### config.mk
export PLATFORM = sky130hd
export DESIGN_NAME = adat_rx_bit_decoder
export DESIGN_NICKNAME = d
export VERILOG_FILES = /design/src/rtl/adat_rx_bit_decoder.sv
export SDC_FILE = /design/constraint.sdc
export NUM_CORES = 1
export LEC_CHECK = 0
export CORE_MARGIN = 2
export CORE_UTILIZATION = 45
export CTS_BUF_LIST = sky130_fd_sc_hd__clkbuf_4
export CTS_CLUSTER_DIAMETER = 200
export DETAILED_ROUTE_END_ITERATION = 7
export GPL_TIMING_DRIVEN = 0
export PLACE_DENSITY = 0.65
export SYNTH_ARGS = -nofsm -noshare
export SYNTH_HDL_FRONTEND = slang
export SYNTH_SLANG_ARGS = --single-unit
### constraint.sdc
create_clock -name i_clk -period 2.3 [get_ports i_clk]
set_input_delay 0.23 -clock i_clk [delete_from_list [all_inputs] [get_ports i_clk]]
set_output_delay 0.23 -clock i_clk [all_outputs]
set_load 0.05 [all_outputs]
### src/rtl/adat_rx_bit_decoder.sv
// adat_rx_bit_decoder
//   Turns the edge-to-edge intervals reported by adat_rx_timing_tracker into
//   the NRZI-decoded serial bit stream of an ADAT frame. Each interval of n
//   cells produces n-1 zeros followed by a one. An 11-cell interval is the
//   sync gap: it locks the decoder, restarts the per-frame bit counter and
//   marks the next emitted bit as the start of a frame.
//
// Ports
//   i_clk, i_rst         clock, asynchronous active-high reset
//   i_edge               one-cycle pulse per input transition
//   i_edge_time          clocks since the previous edge (valid with i_edge)
//   i_max_time           sync-interval length M in clocks (SYNC_CELLS cells)
//   o_bit, o_bit_valid   decoded bit and its qualifier (at most one per cycle)
//   o_frame_start        high with the first valid bit after a sync
//   o_bit_count          bits emitted since the last sync, saturating at 255
//   o_locked             sync seen and no interval/overflow error since
//   o_interval_err       pulse: interval shorter than half a cell or too long
//   o_ovf_err            pulse: interval queue overflow
//   o_frame_err          pulse: sync while locked with a wrong bit count
//   o_err_count          (ADAT_RX_BIT_DECODER_STATS_EN only) saturating count
//                        of cycles in which any error pulse is high
//
// Build option: define ADAT_RX_BIT_DECODER_STATS_EN to add o_err_count.

module adat_rx_bit_decoder #(
  parameter int unsigned EDGE_TIME_W = 12,
  parameter int unsigned MAX_TIME_W  = 10,
  parameter int unsigned SYNC_CELLS  = 11,
  parameter int unsigned FRAME_BITS  = 256
) (
  input  logic                   i_clk,
  input  logic                   i_rst,
  input  logic                   i_edge,
  input  logic [EDGE_TIME_W-1:0] i_edge_time,
  input  logic [MAX_TIME_W-1:0]  i_max_time,
  output logic                   o_bit,
  output logic                   o_bit_valid,
  output logic                   o_frame_start,
  output logic [7:0]             o_bit_count,
  output logic                   o_locked,
  output logic                   o_interval_err,
  output logic                   o_ovf_err,
  output logic                   o_frame_err
`ifdef ADAT_RX_BIT_DECODER_STATS_EN
  ,
  output logic [15:0]            o_err_count
`endif
);

  localparam int unsigned N_W    = $clog2(SYNC_CELLS + 2);
  localparam int unsigned T_MULT = 2 * SYNC_CELLS;
  localparam int unsigned CMP_W  = ((EDGE_TIME_W > MAX_TIME_W) ? EDGE_TIME_W : MAX_TIME_W)
                                   + $clog2(2 * SYNC_CELLS + 2) + 1;
  localparam logic [7:0]  GOOD_COUNT = 8'(FRAME_BITS - SYNC_CELLS);

  typedef enum logic {UNLOCKED, LOCKED} state_t;

  // ---------------------------------------------------------------------
  // Interval classification. n is the number of odd multiples (1,3,..,23)*M
  // that 22*T reaches, so n=0 is "too short" and n=SYNC_CELLS+1 "too long".
  // ---------------------------------------------------------------------
  logic [CMP_W-1:0] t_scaled;
  logic [CMP_W-1:0] th;
  logic [CMP_W-1:0] th_step;
  logic [N_W-1:0]   n_cls;
  logic             is_err;
  logic             is_sync;

  always_comb begin
    t_scaled = '0;
    for (int unsigned b = 0; b < 8; b++) begin
      if (T_MULT[b]) t_scaled = t_scaled + (CMP_W'(i_edge_time) << b);
    end
    th      = CMP_W'(i_max_time);
    th_step = CMP_W'(i_max_time) << 1;
    n_cls   = '0;
    for (int unsigned j = 0; j <= SYNC_CELLS; j++) begin
      if (t_scaled >= th) n_cls = n_cls + N_W'(1);
      th = th + th_step;
    end
    is_err  = (n_cls == '0) || (n_cls > N_W'(SYNC_CELLS));
    is_sync = (n_cls == N_W'(SYNC_CELLS));
  end

  // ---------------------------------------------------------------------
  // State, 2-entry interval queue and emitter
  // ---------------------------------------------------------------------
  state_t         state_q, state_d;
  logic [N_W-1:0] q0_q, q0_d, q1_q, q1_d;
  logic [1:0]     qc_q, qc_d;
  logic [N_W-1:0] cnt_q, cnt_d;
  logic           act_q, act_d;
  logic           fs_flag_q, fs_flag_d;
  logic           bit_q, bit_d;
  logic           valid_q, valid_d;
  logic           fs_out_q, fs_out_d;
  logic [7:0]     bc_q, bc_d;
  logic [7:0]     bc_inc;
  logic           ierr_q, ierr_d;
  logic           oerr_q, oerr_d;
  logic           ferr_q, ferr_d;
  logic           pop;

  always_comb begin
    state_d   = state_q;
    q0_d      = q0_q;
    q1_d      = q1_q;
    qc_d      = qc_q;
    cnt_d     = cnt_q;
    act_d     = act_q;
    fs_flag_d = fs_flag_q;
    bit_d     = 1'b0;
    valid_d   = 1'b0;
    fs_out_d  = 1'b0;
    bc_inc    = bc_q;
    bc_d      = bc_q;
    ierr_d    = 1'b0;
    oerr_d    = 1'b0;
    ferr_d    = 1'b0;
    pop       = 1'b0;

    // The interval being counted stays at the queue head until its final
    // '1' is emitted, so the queue occupancy includes the active interval.
    if (act_q) begin
      valid_d = 1'b1;
      bit_d   = (cnt_q == N_W'(1));
      if (bit_d) pop = 1'b1;
      else       cnt_d = cnt_q - N_W'(1);
    end

    if (pop) begin
      q0_d = q1_q;
      qc_d = qc_q - 2'd1;
      if (qc_d != 2'd0) cnt_d = q1_q;
      else              act_d = 1'b0;
    end else if (!act_q && qc_q != 2'd0) begin
      cnt_d = q0_q;
      act_d = 1'b1;
    end

    if (valid_d) begin
      fs_out_d  = fs_flag_q;
      fs_flag_d = 1'b0;
      if (bc_q != 8'hFF) bc_inc = bc_q + 8'd1;
    end
    bc_d = bc_inc;

    if (i_edge) begin
      if (is_err) begin
        ierr_d  = 1'b1;
        state_d = UNLOCKED;
      end else if (is_sync) begin
        // A bit emitted this same cycle still belongs to the old frame.
        if (state_q == LOCKED && bc_inc != GOOD_COUNT) ferr_d = 1'b1;
        bc_d      = '0;
        fs_flag_d = 1'b1;
        state_d   = LOCKED;
      end else if (state_q == LOCKED) begin
        if (qc_d == 2'd2) begin
          oerr_d  = 1'b1;
          state_d = UNLOCKED;
          qc_d    = '0;
          act_d   = 1'b0;
        end else begin
          if (qc_d == 2'd0) q0_d = n_cls;
          else              q1_d = n_cls;
          qc_d = qc_d + 2'd1;
        end
      end
    end
  end

  always_ff @(posedge i_clk or posedge i_rst) begin
    if (i_rst) begin
      state_q   <= UNLOCKED;
      q0_q      <= '0;
      q1_q      <= '0;
      qc_q      <= '0;
      cnt_q     <= '0;
      act_q     <= 1'b0;
      fs_flag_q <= 1'b0;
      bit_q     <= 1'b0;
      valid_q   <= 1'b0;
      fs_out_q  <= 1'b0;
      bc_q      <= '0;
      ierr_q    <= 1'b0;
      oerr_q    <= 1'b0;
      ferr_q    <= 1'b0;
    end else begin
      state_q   <= state_d;
      q0_q      <= q0_d;
      q1_q      <= q1_d;
      qc_q      <= qc_d;
      cnt_q     <= cnt_d;
      act_q     <= act_d;
      fs_flag_q <= fs_flag_d;
      bit_q     <= bit_d;
      valid_q   <= valid_d;
      fs_out_q  <= fs_out_d;
      bc_q      <= bc_d;
      ierr_q    <= ierr_d;
      oerr_q    <= oerr_d;
      ferr_q    <= ferr_d;
    end
  end

  assign o_bit          = bit_q;
  assign o_bit_valid    = valid_q;
  assign o_frame_start  = fs_out_q;
  assign o_bit_count    = bc_q;
  assign o_locked       = (state_q == LOCKED);
  assign o_interval_err = ierr_q;
  assign o_ovf_err      = oerr_q;
  assign o_frame_err    = ferr_q;

`ifdef ADAT_RX_BIT_DECODER_STATS_EN
  logic [15:0] err_cnt_q, err_cnt_d;

  always_comb begin
    err_cnt_d = err_cnt_q;
    if ((ierr_q || oerr_q || ferr_q) && err_cnt_q != 16'hFFFF)
      err_cnt_d = err_cnt_q + 16'd1;
  end

  always_ff @(posedge i_clk or posedge i_rst) begin
    if (i_rst) err_cnt_q <= '0;
    else       err_cnt_q <= err_cnt_d;
  end

  assign o_err_count = err_cnt_q;
`endif

endmodule

==> flow_metrics.tcl <==
set metrics [dict create \
    slowest_stage "or4_4" \
    grt_overflow 0 \
    rows 60 \
    path_common_cell "ha_4" \
    worst_slack_ns -9.12 \
    vias 12000 \
    io_pins 40 \
    fillCellCount 2200 \
    die_area_sq_um 28300 \
    drc 0 \
    synth_cell_types 95 \
    cts_buffers 5 \
    worst_pin_slew_ns 1.34 \
    synth_edf_count 0 \
    synth_seq_area_share 0.0640 \
    synthCells 1537 \
    antenna_found_initial 0 \
    postCtsHoldBufs 0 \
    io_buffer_count 39 \
    ys_ff_latch 31 \
    rsz0062_at_grt "true" \
    clock_sinks 31 \
    hp-class "reg2reg" \
    violations "negative setup slack" \
    status "finished, violations left" \
    critPathLaunchType "input pin" \
    hold_violations 0 \
    wire_per_inst_um 16.6 \
    grt_max_degree 32 \
    max_stage_delay_ns 0.56 \
    worstPathArrival_ns 11.65 \
    async_flop_share 1.00 \
    fmax_ghz 0.0876 \
    finalCritPeriodShare 4.97 \
    mostFrequentLayoutCells "240 x ha_1, 159 x inv_1, 148 x buf_4, 86 x a21oi_1, 71 x nand2_1" \
    finalSetupViolations 24 \
    end_kind "flip-flop" \
    synthFlopType "dfrtp_1" \
    grt_pass1_wl_um 55300 \
    hpwl_um 25400 \
    grt_pass1_vias 11400 \
    synth_area_sq_um 12100 \
    clk_pin_slew_ns 0.11 \
    grtUsageTotal 0.232 \
    cts-root-buf "clkbuf_4" \
    clk-insertion-delay-late_ns 0.34 \
    die_w_um 168 \
    antenna_cells 0 \
    htree_levels 2 \
    worstPathMaxFanout 6 \
    areaGrowthSynthToFinish_pct 33.3 \
    viasPerCell 5.73 \
    crit_required_ns 2.53 \
    slew_headroom 0.102 \
    die_h_um 168 \
    drive_gt1_frac 0.275 \
    finalClockSkew_ns 0.0120 \
    drt_iter0_markers 601 \
    final_common_cell "ha_1" \
    cts_buffer_depth 2 \
    wirelength_um 34700 \
    yosys_warnings 0 \
    core_sq_um 26700 \
    synth.avg_cell_area_sq_um 7.89 \
    drt_pass1_iterations 5 \
    ant_nets 0 \
    max-cap-violations 0 \
    place.gp.congestion 0.970 \
    cts_tree "yes" \
    initial_core_util 0.454 \
    crit_type "in2reg" \
    post-place-ws_ns -12.06 \
    finalNetCount 2067 \
    fin_crit_ns 11.42 \
    slew_viol_final 0 \
]
-- path summary, 6_finish.rpt --
path,start,to,slack [ns],depth (start not counted)
min in group asynchronous,i_rst,o_bit_count[6],0.49,2
hold reg to reg,act_q,o_bit_valid,0.40,0
setup / recovery,i_max_time[1],q1_q[2],-9.12,55
hold / removal,act_q,o_bit_valid,0.40,0
setup reg to reg,o_bit_count[0],o_frame_err,-0.04,8
max in group asynchronous,i_rst,q0_q[3],1.09,2
-- routing by layer --
layer	share of wire	track usage
met4	0.030	0.0723
met1	0.47	0.315
met5	0	0
met3	0.035	0.0153
met2	0.47	0.395
-- worst max-delay path, delay by kind of cell --
kind / cells / cell delay (ns)
adder cells (fa/ha/maj): 13 / 3.42
AO/OA/AOI/OAI: 17 / 2.88
AND/OR/NAND/NOR: 10 / 2.28
multiplexers: 5 / 1.48
XOR/XNOR: 6 / 0.88
buffers and inverters: 4 / 0.48
-- state kept, by name, summed over array words and instances (netlist names) --
signal          count
o_locked            1
o_bit_valid         1
act_q               1
o_frame_err         1
q0_q                4
o_ovf_err           1
q1_q                4
fs_flag_q           1
o_bit_count         8
cnt_q               4
o_interval_err      1
qc_q                2
o_bit               1
o_frame_start       1
-- Yosys cell counts (7+ instances only) --
| cell | n | area [sq um] |
|---|---|---|
| ha_1 | 283 | 3540 |
| fa_1 | 13 | 260 |
| o21ai_1 | 7 | 35.0 |
| a31oi_1 | 9 | 56.3 |
| xnor2_1 | 100 | 876 |
| a21boi_0 | 10 | 75.1 |
| o21ai_0 | 92 | 460 |
| a21o_1 | 50 | 375 |
| o31ai_1 | 9 | 67.6 |
| o21bai_1 | 19 | 143 |
| nand4_1 | 16 | 100 |
| and3_1 | 7 | 43.8 |
| mux2i_1 | 17 | 170 |
| a21oi_1 | 116 | 581 |
| a211oi_1 | 13 | 97.6 |
| dfrtp_1 | 31 | 776 |
| o211ai_1 | 17 | 128 |
| nor2b_1 | 29 | 181 |
| clkbuf_1 | 8 | 30.0 |
| nand2b_1 | 29 | 181 |
| nor3_1 | 31 | 155 |
| nand3_1 | 32 | 160 |
| or3_1 | 15 | 93.8 |
| and2_1 | 11 | 68.8 |
| nand2_1 | 82 | 308 |
| nor2_1 | 93 | 349 |
| xor2_1 | 43 | 377 |
| inv_1 | 166 | 623 |
| o21a_1 | 49 | 368 |
-- through the flow --
stage / instance area [sq um] / util / setup TNS (ns) / hold slack [ns] / cells
finish: 16200 / 0.605 / -214.63 / 0.397 / 2088
floorplan: 12300 / - / -210.64 / 0.334 / 1545
CTS: 15000 / 0.563 / -211.33 / 0.405 / 2045
global placement: 13100 / 0.492 / -279.08 / 0.363 / 1925
detailed placement: 13200 / 0.494 / -282.47 / 0.381 / 1927
global route: 16200 / 0.605 / -223.33 / 0.420 / 2088
-- cell families after synthesis --
logic type,share of synthesized area
AOI/OAI and AO/OA,0.260
and+or+nand+nor,0.161
adders and majority gates,0.314
buffers and inverters,0.0572
xor gates and xnor gates,0.119
DFF,0.0640
muxes,0.0246
other,0.000309
-- what timing repair did --
action                                  4_1_cts  5_1_grt
endpoints found under the setup margin       24       24
pin swaps                                   112      106
cloned                                        1        0
setup buffers                               110       43
resized for setup                           226      153
-- final cells by class --
class	instances	area, sq um	area share
Sequential cell	31	776	0.0480
Clock inverter	3	38.8	0.00240
Multi-Input combinational cell	1332	12500	0.776
Buffer	11	55.1	0.00341
Clock buffer	5	37.5	0.00232
Inverter	170	648	0.0401
Tap cell	341	427	0.0264
Timing Repair Buffer	195	1640	0.101
Power is not shown: default switching activity piles up to over one toggle a cycle in this logic, so the estimate is an artifact.
